--- src/rtl/fft_sample_buffer_if.sv ---
// Bundle of stream, engine and status signals between the FFT sample buffer
// (slave modport) and its surroundings (master modport).
interface fft_sample_buffer_if #(
   parameter int BIT_WIDTH = 8,
   parameter int FFT_SIZE  = 16,
   parameter int MODE_NUM  = 3
);
   localparam int AW = $clog2(FFT_SIZE);
   localparam int MW = (MODE_NUM > 1) ? $clog2(MODE_NUM) : 1;
   localparam int DW = 2 * BIT_WIDTH;

   logic          start;
   logic [MW-1:0] mode;
   logic [DW-1:0] in_data;
   logic          in_valid;
   logic          in_ready;
   logic          eng_rst;
   logic          eng_init;
   logic [MW-1:0] eng_mode;
   logic [AW-1:0] eng_addr;
   logic          eng_wr_en;
   logic [DW-1:0] eng_wr_data;
   logic [DW-1:0] eng_rd_data;
   logic          eng_ready;
   logic [DW-1:0] out_data;
   logic          out_valid;
   logic          out_ready;
   logic          busy;
   logic          done;
   logic          err;

   modport slave (
      input  start, mode, in_data, in_valid, eng_addr, eng_wr_en, eng_wr_data,
             eng_ready, out_ready,
      output in_ready, eng_rst, eng_init, eng_mode, eng_rd_data, out_data,
             out_valid, busy, done, err
   );

   modport master (
      output start, mode, in_data, in_valid, eng_addr, eng_wr_en, eng_wr_data,
             eng_ready, out_ready,
      input  in_ready, eng_rst, eng_init, eng_mode, eng_rd_data, out_data,
             out_valid, busy, done, err
   );
endinterface

--- src/rtl/fft_sample_buffer.sv ---
// Sample buffer around an in-place FFT engine: bit-reversed load, engine access, natural-order unload.
// Optional RUN watchdog enabled by defining FFT_BUF_WDOG_EN.
module fft_sample_buffer #(
   parameter int BIT_WIDTH = 8,
   parameter int FFT_SIZE  = 16,
   parameter int MODE_NUM  = 3
) (
   input logic                clk,
   input logic                rst,
   fft_sample_buffer_if.slave bus
);
   localparam int AW = $clog2(FFT_SIZE);
   localparam int MW = (MODE_NUM > 1) ? $clog2(MODE_NUM) : 1;
   localparam int DW = 2 * BIT_WIDTH;

   typedef enum logic [1:0] {IDLE, LOAD, RUN, UNLOAD} state_t;

   state_t        state_q, state_d;
   logic [AW-1:0] cnt_q, cnt_d;
   logic [MW-1:0] mode_q, mode_d;
   logic          run_first_q, run_first_d;
   logic          done_q, done_d;

   logic [DW-1:0] mem [FFT_SIZE];

   logic [AW-1:0] last_cnt;
   logic [AW-1:0] rev_addr;
   logic [MW-1:0] mode_clamped;
   logic          in_fire;
   logic          out_fire;
   logic          eng_wr_fire;
   logic          cnt_last;
   logic          wdog_expire;

   // One bit-reversal network per transform size; the latched mode picks one.
   logic [MODE_NUM-1:0][AW-1:0] rev_by_mode;

   generate
      for (genvar gi = 0; gi < MODE_NUM; gi++) begin : g_rev
         localparam int W = (2 + gi < AW) ? 2 + gi : AW;
         for (genvar gb = 0; gb < W; gb++) begin : g_bit
            assign rev_by_mode[gi][gb] = cnt_q[W-1-gb];
         end
         if (W < AW) begin : g_pad
            assign rev_by_mode[gi][AW-1:W] = '0;
         end
      end
   endgenerate

   assign rev_addr     = rev_by_mode[mode_q];
   assign last_cnt     = AW'((32'd4 << mode_q) - 32'd1);
   assign cnt_last     = (cnt_q == last_cnt);
   assign mode_clamped = (int'(bus.mode) >= MODE_NUM) ? MW'(MODE_NUM - 1) : bus.mode;

   assign in_fire     = (state_q == LOAD) && bus.in_valid;
   assign out_fire    = (state_q == UNLOAD) && bus.out_ready;
   assign eng_wr_fire = (state_q == RUN) && bus.eng_wr_en;

`ifdef FFT_BUF_WDOG_EN
   logic [7:0] wdog_q;
   logic       err_q;

   // Counter sits at zero outside RUN, so it is already clear on RUN entry.
   always_ff @(posedge clk) begin
      if (rst) begin
         wdog_q <= '0;
         err_q  <= 1'b0;
      end else begin
         wdog_q <= (state_q == RUN) ? wdog_q + 8'd1 : 8'd0;
         err_q  <= wdog_expire;
      end
   end

   assign wdog_expire = (state_q == RUN) && (wdog_q == 8'hFF) && !bus.eng_ready;
   assign bus.err     = err_q;
`else
   assign wdog_expire = 1'b0;
   assign bus.err     = 1'b0;
`endif

   // State register
   always_ff @(posedge clk) begin
      if (rst) begin
         state_q     <= IDLE;
         cnt_q       <= '0;
         mode_q      <= '0;
         run_first_q <= 1'b0;
         done_q      <= 1'b0;
      end else begin
         state_q     <= state_d;
         cnt_q       <= cnt_d;
         mode_q      <= mode_d;
         run_first_q <= run_first_d;
         done_q      <= done_d;
      end
   end

   // Next-state logic
   always_comb begin
      state_d     = state_q;
      cnt_d       = cnt_q;
      mode_d      = mode_q;
      run_first_d = 1'b0;
      done_d      = 1'b0;
      case (state_q)
         IDLE: begin
            if (bus.start) begin
               state_d = LOAD;
               cnt_d   = '0;
               mode_d  = mode_clamped;
            end
         end
         LOAD: begin
            if (in_fire) begin
               if (cnt_last) begin
                  state_d     = RUN;
                  cnt_d       = '0;
                  run_first_d = 1'b1;
               end else begin
                  cnt_d = cnt_q + AW'(1);
               end
            end
         end
         RUN: begin
            if (bus.eng_ready) begin
               state_d = UNLOAD;
               cnt_d   = '0;
            end else if (wdog_expire) begin
               state_d = IDLE;
            end
         end
         UNLOAD: begin
            if (out_fire) begin
               if (cnt_last) begin
                  state_d = IDLE;
                  cnt_d   = '0;
                  done_d  = 1'b1;
               end else begin
                  cnt_d = cnt_q + AW'(1);
               end
            end
         end
         default: state_d = IDLE;
      endcase
   end

   // Output logic
   always_comb begin
      bus.in_ready  = (state_q == LOAD);
      bus.out_valid = (state_q == UNLOAD);
      bus.eng_rst   = (state_q != RUN);
      bus.eng_init  = (state_q == RUN) && run_first_q;
      bus.busy      = (state_q != IDLE);
   end

   assign bus.done     = done_q;
   assign bus.eng_mode = mode_q;

   // Sample memory; load and engine writes live in mutually exclusive states.
   always_ff @(posedge clk) begin
      if (in_fire) begin
         mem[rev_addr] <= bus.in_data;
      end else if (eng_wr_fire) begin
         mem[bus.eng_addr] <= bus.eng_wr_data;
      end
   end

   assign bus.eng_rd_data = mem[bus.eng_addr];
   assign bus.out_data    = mem[cnt_q];

endmodule
--- src/flat_wrapper.sv ---
// flat-port wrapper written by rule: the top's interface ports become plain ports
module fft_sample_buffer_flat 
#(
   parameter int BIT_WIDTH = 8,
   parameter int FFT_SIZE  = 16,
   parameter int MODE_NUM  = 3
)
  (clk, rst, bus_start, bus_mode, bus_in_data, bus_in_valid, bus_eng_addr, bus_eng_wr_en, bus_eng_wr_data, bus_eng_ready, bus_out_ready, bus_in_ready, bus_eng_rst, bus_eng_init, bus_eng_mode, bus_eng_rd_data, bus_out_data, bus_out_valid, bus_busy, bus_done, bus_err);
  fft_sample_buffer_if #(.BIT_WIDTH(BIT_WIDTH), .FFT_SIZE(FFT_SIZE), .MODE_NUM(MODE_NUM)) bus_i ();
  input logic clk;
  input logic rst;
  input wire logic [$bits(bus_i.start)-1:0] bus_start;
  input wire logic [$bits(bus_i.mode)-1:0] bus_mode;
  input wire logic [$bits(bus_i.in_data)-1:0] bus_in_data;
  input wire logic [$bits(bus_i.in_valid)-1:0] bus_in_valid;
  input wire logic [$bits(bus_i.eng_addr)-1:0] bus_eng_addr;
  input wire logic [$bits(bus_i.eng_wr_en)-1:0] bus_eng_wr_en;
  input wire logic [$bits(bus_i.eng_wr_data)-1:0] bus_eng_wr_data;
  input wire logic [$bits(bus_i.eng_ready)-1:0] bus_eng_ready;
  input wire logic [$bits(bus_i.out_ready)-1:0] bus_out_ready;
  output wire logic [$bits(bus_i.in_ready)-1:0] bus_in_ready;
  output wire logic [$bits(bus_i.eng_rst)-1:0] bus_eng_rst;
  output wire logic [$bits(bus_i.eng_init)-1:0] bus_eng_init;
  output wire logic [$bits(bus_i.eng_mode)-1:0] bus_eng_mode;
  output wire logic [$bits(bus_i.eng_rd_data)-1:0] bus_eng_rd_data;
  output wire logic [$bits(bus_i.out_data)-1:0] bus_out_data;
  output wire logic [$bits(bus_i.out_valid)-1:0] bus_out_valid;
  output wire logic [$bits(bus_i.busy)-1:0] bus_busy;
  output wire logic [$bits(bus_i.done)-1:0] bus_done;
  output wire logic [$bits(bus_i.err)-1:0] bus_err;
  assign bus_i.start = bus_start;
  assign bus_i.mode = bus_mode;
  assign bus_i.in_data = bus_in_data;
  assign bus_i.in_valid = bus_in_valid;
  assign bus_i.eng_addr = bus_eng_addr;
  assign bus_i.eng_wr_en = bus_eng_wr_en;
  assign bus_i.eng_wr_data = bus_eng_wr_data;
  assign bus_i.eng_ready = bus_eng_ready;
  assign bus_i.out_ready = bus_out_ready;
  assign bus_in_ready = bus_i.in_ready;
  assign bus_eng_rst = bus_i.eng_rst;
  assign bus_eng_init = bus_i.eng_init;
  assign bus_eng_mode = bus_i.eng_mode;
  assign bus_eng_rd_data = bus_i.eng_rd_data;
  assign bus_out_data = bus_i.out_data;
  assign bus_out_valid = bus_i.out_valid;
  assign bus_busy = bus_i.busy;
  assign bus_done = bus_i.done;
  assign bus_err = bus_i.err;
  fft_sample_buffer #(.BIT_WIDTH(BIT_WIDTH), .FFT_SIZE(FFT_SIZE), .MODE_NUM(MODE_NUM)) u_core (.clk(clk), .rst(rst), .bus(bus_i));
endmodule
--- config.mk ---
export PLATFORM = sky130hd
export DESIGN_NAME = fft_sample_buffer_flat
export DESIGN_NICKNAME = d
export VERILOG_FILES = /design/src/rtl/fft_sample_buffer_if.sv /design/src/rtl/fft_sample_buffer.sv /design/src/flat_wrapper.sv
export SDC_FILE = /design/constraint.sdc
export NUM_CORES = 1
export LEC_CHECK = 0
export ABC_AREA = 1
export CORE_MARGIN = 2
export CORE_UTILIZATION = 35
export DETAILED_ROUTE_END_ITERATION = 12
export PLACE_DENSITY_LB_ADDON = 0.15
export SKIP_LAST_GASP = 1
export SLEW_MARGIN = 10
export SYNTH_ARGS = -nofsm -noshare
export SYNTH_HDL_FRONTEND = slang
export SYNTH_SLANG_ARGS = --single-unit
export TNS_END_PERCENT = 20
--- constraint.sdc ---
create_clock -name clk -period 4.38 [get_ports clk]
set_clock_uncertainty 0.15 [all_clocks]
set_input_delay 0.438 -clock clk [delete_from_list [all_inputs] [get_ports clk]]
set_output_delay 0.438 -clock clk [all_outputs]
set_load 0.05 [all_outputs]
# ---- Yosys cells after proc, flatten, opt, wreduce, memory -nomap -nowiden
# Memories as Yosys holds them, arrays and structs flattened. A register that Yosys moved wholly into a read port is not among the register bits.
# Index checks and enable logic that the tools add are counted.
dict set report classes {
  bitwise_logic 4
  n_shift 1
  reduce_logical 12
  muxes 27
  n_eq_ne 11
  add_sub_neg 2
  order_cmp 2
}
# cell n
set op_table {}
lappend op_table {{2-to-1 mux 4 bit} 9}
lappend op_table {{2-to-1 mux 16 bit} 1}
lappend op_table {{case mux 4 bit (4 select lines)} 1}
lappend op_table {{OR reduction 16 bit} 1}
lappend op_table {{2-to-1 mux 2 bit} 7}
lappend op_table {{binary-select mux 4 bit (select 2 bit)} 1}
lappend op_table {{inequality test 2 x 1 -> 1 bit, second input constant} 4}
lappend op_table {{case mux 2 bit (4 select lines)} 1}
lappend op_table {{2-to-1 mux 1 bit} 7}
lappend op_table {{inequality test 2 bit, second input constant} 3}
lappend op_table {{AND reduction 6 bit} 1}
lappend op_table {{OR reduction 3 bit} 2}
lappend op_table {{adder 4 x 1 -> 4 bit, second input constant} 1}
lappend op_table {{== test 2 bit, second input constant} 2}
lappend op_table {{== test 4 bit} 1}
lappend op_table {{logical AND 1 bit} 4}
lappend op_table {{NOT 1 bit} 4}
lappend op_table {{AND reduction 4 bit} 1}
lappend op_table {{left shift 3 x 2 -> 4 bit, first input constant} 1}
lappend op_table {{subtractor 4 x 1 -> 4 bit, second input constant} 1}
lappend op_table {{less-than comparator 2 x 3 -> 1 bit, second input constant} 1}
lappend op_table {{== test 2 x 1 -> 1 bit, second input constant} 1}
lappend op_table {{greater-or-equal comparator 2 bit, second input constant} 1}
lappend op_table {{zero test 2 bit} 1}
lappend op_table {{2 further kinds} 2}
dict set report totals {
  ram_bits 256
  regBits 10
  elab_cells 65
  output_inout_bits 41
  memories 1
}
# memory words word_bits rd rd_clocked_by_memory_dff write_ports line
set mem_list {}
lappend mem_list {u_core.mem 16 16 2 1 1 fft_sample_buffer.sv:24} ;# logic [DW-1:0] mem [FFT_SIZE];

# ---- Logic depth before layout (Yosys ltp)
dict set report logic_depth {
  word_depth 8
  ltp_mapped 10
}

# ---- Least setup slack after synthesis
# No wires, ideal clock.
dict set report synth_timing {
  kind {flip-flop to flip-flop}
  from {reg u_core.state_q[0]}
  to {mem u_core.mem[5][0] (netlist name) (enable)}
  path_slack_ps 1427
  required_ps 3842
  path_stages_with_launch 9
  arrival_ps 2414
  synth_period_minus_slack_ps 2953
  setup_ps 388
  cell_sequence {dfxtp_1 ha_1 nand2_1 nand3_2 buf_6 nand2_1 a21oi_1 nand2_1 nor2_1}
}
dict set report synth_between {
  elab_cells_between_ends 12
  classes_between {eq/ne: 2; mux: 7; reduce/logical: 3}
}
# element line
set synth_lines {}
lappend synth_lines {{start: declaration} fft_sample_buffer.sv:18} ;# state_t state_q, state_d;
lappend synth_lines {{start signal: assignment} fft_sample_buffer.sv:90} ;# state_q <= state_d;
lappend synth_lines {{== test 2 x 1 -> 1 bit *} --}
lappend synth_lines {{named net bus_in_ready} flat_wrapper.sv:21} ;# output wire logic [$bits(bus_i.in_ready)-1:0] bus_in_ready;
lappend synth_lines {{logical AND 1 bit *} fft_sample_buffer.sv:55} ;# assign in_fire = (state_q == LOAD) && bus.in_valid;
lappend synth_lines {{2-to-1 mux 1 bit} fft_sample_buffer.sv:161} ;# if (in_fire) begin
lappend synth_lines {{2-to-1 mux 1 bit (not written as such)} fft_sample_buffer.sv:164} ;# mem[bus.eng_addr] <= bus.eng_wr_data;
lappend synth_lines {{OR reduction 16 bit (no line)} --}
lappend synth_lines {{2-to-1 mux 4 bit (no line) or 2-to-1 mux 1 bit (tied branches)} --}
lappend synth_lines {{end: declaration} fft_sample_buffer.sv:24}
# The timed path passes the listed nets; every way through them passes the cells marked *.

# ---- Final worst setup path
dict set report layout_timing {
  from {in bus_eng_addr[3]}
  to {out bus_eng_rd_data[10]}
}
dict set report layout_between {
  elab_chain_len 1
}
# element line
set layout_rtl {}
lappend layout_rtl {{start: declaration} flat_wrapper.sv:16} ;# input wire logic [$bits(bus_i.eng_addr)-1:0] bus_eng_addr;
lappend layout_rtl {{memory read (16 x 16 bit)} --}
lappend layout_rtl {{end: declaration} flat_wrapper.sv:25} ;# output wire logic [$bits(bus_i.eng_rd_data)-1:0] bus_eng_rd_data;
# No other way between the ends.

==> results_dict.tcl <==
set metrics [dict create \
    synth_area_leader_cell "edfxtp_1" \
    finalSetupTns_ps 0 \
    multi_input_area_um2 4540 \
    die_w_um 201 \
    worstMarginPinSlew_ps 902 \
    fillerInstances 3820 \
    drv_cap 0 \
    ys_ff_latch 270 \
    clock_sinks 270 \
    synthesis.area_um2 13600 \
    cts_root_buf "clkbuf_16" \
    drtPass1Iterations 5 \
    ir_worst_vdd_uv 507 \
    antenna_left 0 \
    synthMuxAreaShare_pct 0 \
    cp-startpoint "bus_eng_addr[3]" \
    routed_wl_mm 42.8 \
    stdcell_count 2020 \
    endpoint "bus_eng_rd_data[10]" \
    rrSetupSlack_ps 1280 \
    r2r-start "u_core.state_q[1]" \
    hold_class "primary input to flip-flop" \
    drtIter0Drc 889 \
    antenna_found_initial 0 \
    grt_max_degree 103 \
    synth_fp_nets 1481 \
    finalInstanceArea_um2 16000 \
    hold_violations 0 \
    synthSimpleGateAreaFrac_pct 15.4 \
    die_h_um 201 \
    synthToLayoutAreaGrowth_pct 17.2 \
    routabilityCongestion 0.864 \
    cts_setup_buffers 0 \
    comb_power_share_pct 28.7 \
    p_seq_share_pct 40.4 \
    synthDistinctLibCells 23 \
    grt_pass1_wl_mm 64.7 \
    synth_cells 1431 \
    seq_area_um2 7980 \
    finalMaxSlewViolations 0 \
    drc 0 \
    placementRows 72 \
    synth-compound-area-share_pct 17.1 \
    ctsHtreeMaxLevel 1 \
    rsz0062_at_grt "false" \
    seq_area_frac_synth_pct 58.5 \
    wire_per_inst_um 21.2 \
    clk_pin_slew_ps 60 \
    dp.cells 1966 \
    final_util_pct 41.4 \
    cts_buffer_depth 3 \
    yosysWarnings 0 \
    fmax_ghz 0.304 \
    worst_r2r_endpoint "u_core.mem[7][4]" \
    worstSetupPathType "primary input to output pin" \
    cp.required_ps 3790 \
    crit_path_end_kind "output pin" \
    cts_resized 0 \
    p_switching_uw 2690 \
    pin_count 86 \
    coreArea_um2 38600 \
    min_period_over_period_pct 75.2 \
    final.min_clock_period_ps 3290 \
    relSlewSlack_pct 39.8 \
    place_area_um2 15000 \
    swShare_pct 34.2 \
    die_area_um2 40500 \
    vias 10800 \
    cp-start-kind "primary input" \
    placement.io_buffers 84 \
    crit_fanout 10 \
    powerDensity_nw_per_um2 492 \
    hpwl_mm 27.6 \
    synth_top_area_share_pct 56.4 \
    worstPathArrival_ps 2710 \
    clkPwrFrac_pct 30.9 \
    via_per_inst 5.37 \
    synth_top_family_by_area "compound AO/OA/AOI/OAI gates" \
    cts_tree "built" \
    groute.usage.overall_pct 21.1 \
    ff2ff_path_depth 9 \
    synth_fa_ha_area_share_pct 0.459 \
    clk_latency_ps 570 \
    synth_xor_area_share_pct 0 \
    netlist_top_cells_area "edfxtp_1 (56%), nand3_1 (7.5%), o211ai_1 (7.1%)" \
    gr-total-overflow 0 \
    fin_nets 1531 \
    antenna_cells 0 \
    cts-buffers-inserted 31 \
    start_util_pct 35.3 \
    p_int_uw 5170 \
    avgSynthCellArea_um2 9.52 \
    outcome "complete, no violations" \
    ctsHoldBuffers 0 \
    setup_violations 0 \
    grt_pass1_vias 10500 \
    p_leak_uw 0.00570 \
    drive_above_1_share_pct 8.79 \
]
-- per-layer routing --
metal	vias to the layer above	GRT usage [%]	routed length (um)
li1	5167	-	-
met1	5229	28.8	18900
met3	77	3.43	2630
met4	0	7.56	1500
met2	376	33.9	19800
met5	-	0	0
-- layout make-up --
class                   count  share of cell area (%)
flip-flops and latches    270                    50.0
multi-input cells         897                    28.4
repair buffers            126                    8.11
clock buffers              38                    5.02
well taps                 518                    4.06
inverters                 155                    3.64
clock inverters            16                   0.776
-- cell families after synthesis --
kind of cell | Yosys count
other | 1
buffers and inverters | 264
DFF | 270
and+or+nand+nor | 490
adders and majority gates | 5
AOI/OAI and AO/OA | 401
-- synth_stat cells --
master,instances
edfxtp_1,256
o211ai_1,128
buf_6,5
clkinv_1,1
buf_4,24
nand2_1,253
inv_2,2
buf_2,34
ha_1,5
o21ai_1,2
nand3_1,203
conb_1,1
buf_1,14
a21oi_1,134
inv_1,152
o21ai_0,135
a22oi_1,1
nor2_1,32
nand3_2,1
a211oi_1,1
nor3_1,1
clkbuf_1,32
dfxtp_1,14
-- placed cells by master, fill, tap and decap left out, types with 5 or more instances in the layout --
| cell type | netlist | layout |
|---|---|---|
| clkdlybuf4s50_1 | 0 | 54 |
| o211ai_1 | 128 | 128 |
| a21oi_1 | 134 | 134 |
| o21ai_0 | 135 | 135 |
| clkinv_2 | 0 | 5 |
| nand3_1 | 203 | 203 |
| nor2_2 | 0 | 16 |
| nor2_1 | 32 | 16 |
| dfxtp_1 | 14 | 12 |
| clkinv_1 | 1 | 9 |
| clkbuf_1 | 32 | 7 |
| buf_12 | 0 | 17 |
| nand2_1 | 253 | 253 |
| buf_4 | 24 | 53 |
| edfxtp_1 | 256 | 256 |
| inv_1 | 152 | 152 |
| clkbuf_16 | 0 | 31 |
| ha_1 | 5 | 5 |
-- critical path, cell delays in order --
cell	delay, ps
clkdlybuf4s50_1	490
clkinv_1	440
buf_4	360
nand3_1	90
nand2_1	130
clkdlybuf4s50_1	740
-- metrics by stage --
step	setup slack [ps]	total power [uW]	hold WS (ps)
floorplan	1430	4630	341
global placement	1110	5470	376
detailed placement	1060	5490	390
CTS	1110	7920	305
global route	934	8230	328
finish	1090	7850	324
-- sequential cells by signal (all words and copies together) (netlist names), named ones only --
name,cells
u_core.bus.done,1
u_core.bus.eng_mode,2
u_core.cnt_q,4
u_core.mem,256
u_core.run_first_q,1
u_core.state_q,2
-- worst min path at each step --
| stage | cells past startpoint | slack (ps) | start | endpoint |
|---|---|---|---|---|
| 5_1_grt | 3 | 330 | bus_out_ready | u_core.bus.done |
| 3_5_place_dp | 2 | 390 | u_core.state_q[1] | u_core.state_q[1] |
| 4_1_cts | 3 | 310 | bus_out_ready | u_core.bus.done |
| 6_report | 3 | 320 | bus_out_ready | u_core.bus.done |
| 2_1_floorplan | 2 | 340 | u_core.cnt_q[1] | flip-flop |
| 3_3_place_gp | 2 | 380 | u_core.state_q[1] | u_core.state_q[1] |
-- power by group through the flow --
| stage | registers, uW | clock network (uW) | logic, uW |
|---|---|---|---|
| 2_1_floorplan | 3150 | 0 | 1480 |
| 3_3_place_gp | 3230 | 0 | 2240 |
| 3_5_place_dp | 3230 | 0 | 2260 |
| 4_1_cts | 3180 | 2480 | 2270 |
| 5_1_grt | 3200 | 2570 | 2460 |
| 6_report | 3180 | 2420 | 2260 |
(Power assumes the default switching activity.)
